===== config.mk =====
export PLATFORM = sky130hd
export DESIGN_NAME = ram_req_arbiter
export DESIGN_NICKNAME = d
export VERILOG_FILES = /design/src/rtl/ram_req_arbiter.sv
export SDC_FILE = /design/constraint.sdc
export NUM_CORES = 1
export LEC_CHECK = 0
export ABC_AREA = 1
export BUFFER_PORTS_ARGS = -buffer_cell sky130_fd_sc_hd__buf_2
export CAP_MARGIN = 15
export CORE_AREA = 5 5 112 114
export CTS_CLUSTER_SIZE = 28
export DETAILED_ROUTE_END_ITERATION = 16
export DIE_AREA = 0 0 117 119
export PLACE_DENSITY = 0.53
export SLEW_MARGIN = 20
export SYNTH_ARGS = -nofsm -noshare
export SYNTH_HDL_FRONTEND = slang
export SYNTH_SLANG_ARGS = --single-unit

===== constraint.sdc =====
create_clock -name clk -period 1.45 [get_ports clk]
set_input_delay 0.145 -clock clk [delete_from_list [all_inputs] [get_ports clk]]
set_output_delay 0.145 -clock clk [all_outputs]
set_load 0.1 [all_outputs]

===== src/rtl/ram_req_arbiter.sv =====
// Two-master round-robin arbiter in front of a single-port RAM with 1-cycle read latency.
// Out-of-window accesses are granted, kept off the RAM and answered with an error response.
module ram_req_arbiter #(
  parameter int          RAM_SIZE   = 32768,
  parameter int          ADDR_WIDTH = $clog2(RAM_SIZE),
  parameter logic [31:0] BASE_ADDR  = 32'h0010_0000
) (
  input  logic                  clk,
  input  logic                  rstn_i,
  input  logic                  m0_req_i,
  output logic                  m0_gnt_o,
  input  logic [31:0]           m0_addr_i,
  input  logic                  m0_we_i,
  input  logic [3:0]            m0_be_i,
  input  logic [31:0]           m0_wdata_i,
  output logic                  m0_rvalid_o,
  output logic [31:0]           m0_rdata_o,
  output logic                  m0_err_o,
  input  logic                  m1_req_i,
  output logic                  m1_gnt_o,
  input  logic [31:0]           m1_addr_i,
  input  logic                  m1_we_i,
  input  logic [3:0]            m1_be_i,
  input  logic [31:0]           m1_wdata_i,
  output logic                  m1_rvalid_o,
  output logic [31:0]           m1_rdata_o,
  output logic                  m1_err_o,
  output logic                  ram_en_o,
  output logic [ADDR_WIDTH-1:0] ram_addr_o,
  output logic                  ram_we_o,
  output logic [3:0]            ram_be_o,
  output logic [31:0]           ram_wdata_o,
  input  logic [31:0]           ram_rdata_i
);

  logic        w_grant;
  logic        w_winner;
  logic        w_in_range;
  logic [31:0] w_addr;
  logic        w_we;
  logic [3:0]  w_be;
  logic [31:0] w_wdata;

  logic        r_rr;
  logic        r_resp_valid;
  logic        r_resp_port;
  logic        r_resp_err;

  // Winner select; the request fields are forced to zero when idle so the RAM side is quiet.
  always_comb begin
    w_grant  = m0_req_i | m1_req_i;
    w_winner = (m0_req_i && m1_req_i) ? r_rr : m1_req_i;
    w_addr   = 32'h0;
    w_we     = 1'b0;
    w_be     = 4'h0;
    w_wdata  = 32'h0;
    if (w_grant) begin
      if (w_winner) begin
        w_addr  = m1_addr_i;
        w_we    = m1_we_i;
        w_be    = m1_be_i;
        w_wdata = m1_wdata_i;
      end else begin
        w_addr  = m0_addr_i;
        w_we    = m0_we_i;
        w_be    = m0_be_i;
        w_wdata = m0_wdata_i;
      end
    end
  end

  assign w_in_range = (w_addr[31:ADDR_WIDTH] == BASE_ADDR[31:ADDR_WIDTH]);

  assign m0_gnt_o    = w_grant & ~w_winner;
  assign m1_gnt_o    = w_grant &  w_winner;

  assign ram_en_o    = w_grant & w_in_range;
  assign ram_addr_o  = w_addr[ADDR_WIDTH-1:0];
  assign ram_we_o    = w_we & ram_en_o;
  assign ram_be_o    = w_be;
  assign ram_wdata_o = w_wdata;

  // Response stage: remembers who was granted so the RAM data one cycle later is routed back.
  always_ff @(posedge clk or negedge rstn_i) begin
    if (!rstn_i) begin
      r_rr         <= 1'b0;
      r_resp_valid <= 1'b0;
      r_resp_port  <= 1'b0;
      r_resp_err   <= 1'b0;
    end else begin
      if (w_grant) begin
        r_rr <= ~w_winner;
      end
      r_resp_valid <= w_grant;
      r_resp_port  <= w_winner;
      r_resp_err   <= w_grant & ~w_in_range;
    end
  end

  assign m0_rvalid_o = r_resp_valid & (r_resp_port == 1'b0);
  assign m1_rvalid_o = r_resp_valid & (r_resp_port == 1'b1);
  assign m0_err_o    = m0_rvalid_o & r_resp_err;
  assign m1_err_o    = m1_rvalid_o & r_resp_err;
  assign m0_rdata_o  = (m0_rvalid_o & ~r_resp_err) ? ram_rdata_i : 32'h0;
  assign m1_rdata_o  = (m1_rvalid_o & ~r_resp_err) ? ram_rdata_i : 32'h0;

endmodule


# [Yosys cells after proc, flatten, opt, wreduce, memory -nomap -nowiden]
# Index checks and enable logic that the tools add are counted.
[word_totals] reg_bits=4 inputBits=174 output_inout_bits=123
[classes] eq_ne=1 muxes=11 bitwise=16 reduce_logical=1
[ops] cell="2-to-1 mux 32 bit" count=6
[ops] cell="== test 17 x 6 -> 1 bit, second input constant" count=1
[ops] cell="bitwise AND 1 bit" count=11
[ops] cell="2-to-1 mux 4 bit" count=2
[ops] cell="inverter 1 bit" count=4
[ops] cell="2-to-1 mux 1 bit" count=3
[ops] cell="logical AND 1 bit" count=1
[ops] cell="bitwise OR 1 bit" count=1

# [Logic depth before layout (Yosys ltp)]
[depth] depth_word=7 ltp_mapped=8 mapped_depth_nobuf=8

# [Worst setup path after synthesis]
# No wires, ideal clock.
[synth_path] kind="register -> output" from="register r_resp_port" to="output m0_rdata_o[10]" required_time_ps=1305 stages_incl_launch_ff=5 slack_ps=-2218 t_arrival_ps=3523 cell_sequence="dfrtp_1 -> nor2_1 -> nand2_1 -> clkbuf_1 -> nor2_1"
[synth_via] elab_chain_len=4
[synth_lines] element="start, declared" line="46" source="logic r_resp_port;"
[synth_lines] element="start signal, assigned" line="95" source="r_resp_port <= w_winner;"
[synth_lines] element="inverter 1 bit" line="100" source="assign m0_rvalid_o = r_resp_valid & (r_resp_port == 1'b0);"
[synth_lines] element="bitwise AND 1 bit" line="100"
[synth_lines] element="via m0_rvalid_o" line="16" source="output logic m0_rvalid_o,"
[synth_lines] element="bitwise AND 1 bit" line="104" source="assign m0_rdata_o = (m0_rvalid_o & ~r_resp_err) ? ram_rdata_i : 32'h0;"
[synth_lines] element="2-to-1 mux 32 bit" line="104"
[synth_lines] element="end, declared" line="17" source="output logic [31:0] m0_rdata_o,"
# The timed path passes the listed nets, and every way through them passes these cells.

# [Final worst setup path]
[layout_path] from="register r_resp_port" to="output m0_rdata_o[1]"
[layout_via] elab_chain_len=4
[layout_lines] element="inverter 1 bit" line="100"
[layout_lines] element="bitwise AND 1 bit" line="100"
[layout_lines] element="bitwise AND 1 bit" line="104"
[layout_lines] element="2-to-1 mux 32 bit" line="104"
# Every way passes these cells.

==> metrics.cfg <==
[layout]
antenna_cells=0
fin_nets=747
fill_cells=880
regArea_um2=100
stdcell_area_um2=6550
multi_input_area_um2=1930
drive_gt1_share_pct=86.3
area_growth_pct=398

[sta]
worstMarginPinSlew_ns=0.279
tns_ns=-25.26
period_needed_ns=1.73
fmax_mhz=578
period_share_pct=119
finClkSkew_ns=0.00218
drv_slew=0
rsz0062_at_grt=yes
slew_headroom_pct=81.4
setup_viol=120
fin_ws_ns=-0.280
hold_viol_final=0

[die]
dieArea_um2=13900
ios=297
start_util_pct=11.6
die_h_um=119
rows=39
fp.dieW_um=117
core-area_um2=11300

[route]
postRouteAntennaNets=0
vias_per_cell=4.14
wl_per_cell_um=15.7
wl_um=11200
route.detailed.drc=0
drt-initial-drc-count=59
vias=2956
drtPass1Iterations=4

[outcome]
status=finished, violations left
violations=negative setup slack

[grt]
grt_overflow=0
grt_usage_pct=15.0
grt_first_pass_wirelength_um=16700
grt_max_degree=17
grt_pass1_vias=3344
antenna_found_initial=0

[worst_setup_path]
cp.arrival_ns=1.59
worstPathMaxFanout=6
cp.required_ns=1.31
path_class=flop to output pin
worstSetupStartpointType=flop
timing.rr.start=r_rr
worst_setup_path_end_kind=output pin
crit_start=r_resp_port

[yosys]
synth_area_um2=1320
ys_types=16
ys_seq_area_share_pct=7.60
syn_nets=405
syn_area_per_cell_um2=5.70
syn-instance-count=231
yosys_warnings=0
ys_ff_latch=4

[clock_network]
cts_max_level=1
clk_pin_slew_ns=0.03
cts_made_buffers=3
clock-sinks=4
cts_tree=done
clk_path_buf_depth=2
clock_latency_ns=0.22
clockRootBuffer=clkbuf_16

[hold_path]
hp-start=m1_req_i
hp-class=input pin to flop

[power_and_ir_drop]
peakVddDrop_mv=0.555
cellPowerDensity_nw_per_um2=687
power.leakage_nw=3.15

[placed_design]
port_buffers=296
gp_congestion=0.786
place_area_um2=5950
place_hpwl_um=9700

[job]
drv_cap=0

[registers in the layout (all words and copies together) (netlist names)]
signal        flops
r_resp_err        1
r_resp_port       1
r_resp_valid      1
r_rr              1
[power breakdown]
group          internal [mW]  switching [mW]  leakage [nW]
clock                  0.352          0.0740        0.0370
combinational           1.59            2.37          3.07
sequential             0.122         0.00602        0.0449
[worst max-delay path, cell delays in order, from the launching register on]
cell	delay, ns
dfrtp_1	0.39
buf_6	0.13
nor2_4	0.13
nand2_4	0.11
buf_4	0.17
buf_8	0.14
nor2_4	0.10
buf_12	0.18
[synthesized netlist by cell type (all sizes together)]
cell | instances | area share, %
nor2 | 89 | 25
a22o | 51 | 34
inv | 44 | 13
nand2 | 19 | 5.6
buf | 10 | 8.6
clkbuf | 6 | 1.7
dfrtp | 4 | 7.6
a21boi | 2 | 2.0
nand3 | 2 | 0.76
or2 | 2 | 0.95
nor3 | 1 | 0.38
o21ai | 1 | 0.38
[metrics by stage]
stage	total power [mW]	hold WS [ns]	util [%]	instances	setup WS, ns
after floorplan	2.51	-0.151	-	231	-0.550
after global placement	3.84	-0.0451	52.5	683	-0.0510
after detailed placement	3.88	-0.0424	52.5	683	-0.0804
after CTS	4.50	0.199	57.1	708	-0.286
after global routing	4.65	0.261	57.9	714	-0.331
final	4.50	0.227	57.9	714	-0.280
[cell type report]
cell class              count  share of cell area [%]
repair buffers            353                    62.4
multi-input cells         167                    29.5
inverters                  44                    2.75
well taps                 143                    2.73
flip-flops and latches      4                    1.53
clock buffers               3                    1.15
[metal layers]
layer	up-vias	track usage (%)	wire length, um
met2	174	29.4	6290
li1	1442	-	-
met5	-	0	0
met4	0	1.94	110
met3	10	6.24	1390
met1	1330	14.6	3450
[timing repair]
action / CTS / global route
pin swaps: 8 / 11
gates resized for setup: 32 / 23
endpoints found under the setup margin: 118 / 119
setup buffers: 14 / 10
hold buffers: 1 / 0
gates cloned: 7 / 0
endpoints found under the hold margin: 4 / 0
[worst paths after layout]
path | slack [ns] | endpoint | cells after the start
worst max-delay path | -0.28 | m0_rdata_o[1] | 7
worst min-delay path | 0.23 | r_rr | 2
worst max register to register | 0.27 | r_resp_err | 9
worst min register to register | 0.59 | r_rr | 2
max in group asynchronous | 1.01 | r_resp_valid | 2
min in group asynchronous | 0.31 | r_resp_port | 2
[kinds of logic after synthesis]
logic type / after synthesis / synth area share (%)
AO/OA/AOI/OAI: 54 / 36.3
buffers and inverters: 60 / 23.0
flip-flops: 4 / 7.60
AND/OR/NAND/NOR: 113 / 33.1
[placed cells by master (no fill, tap or decap), types with 2 or more instances in the layout]
cell type   instances
inv_2               3
nor2_4             68
buf_4              25
buf_16              4
dfrtp_1             4
nand2_1            11
buf_8               3
buf_6              10
nand2_4             7
buf_2             173
inv_1              38
clkinvlp_4          2
a22o_4             50
clkbuf_16           3
buf_12            136
nor2_1             21
or2_2               2
Power figures use the tool's default switching activity.
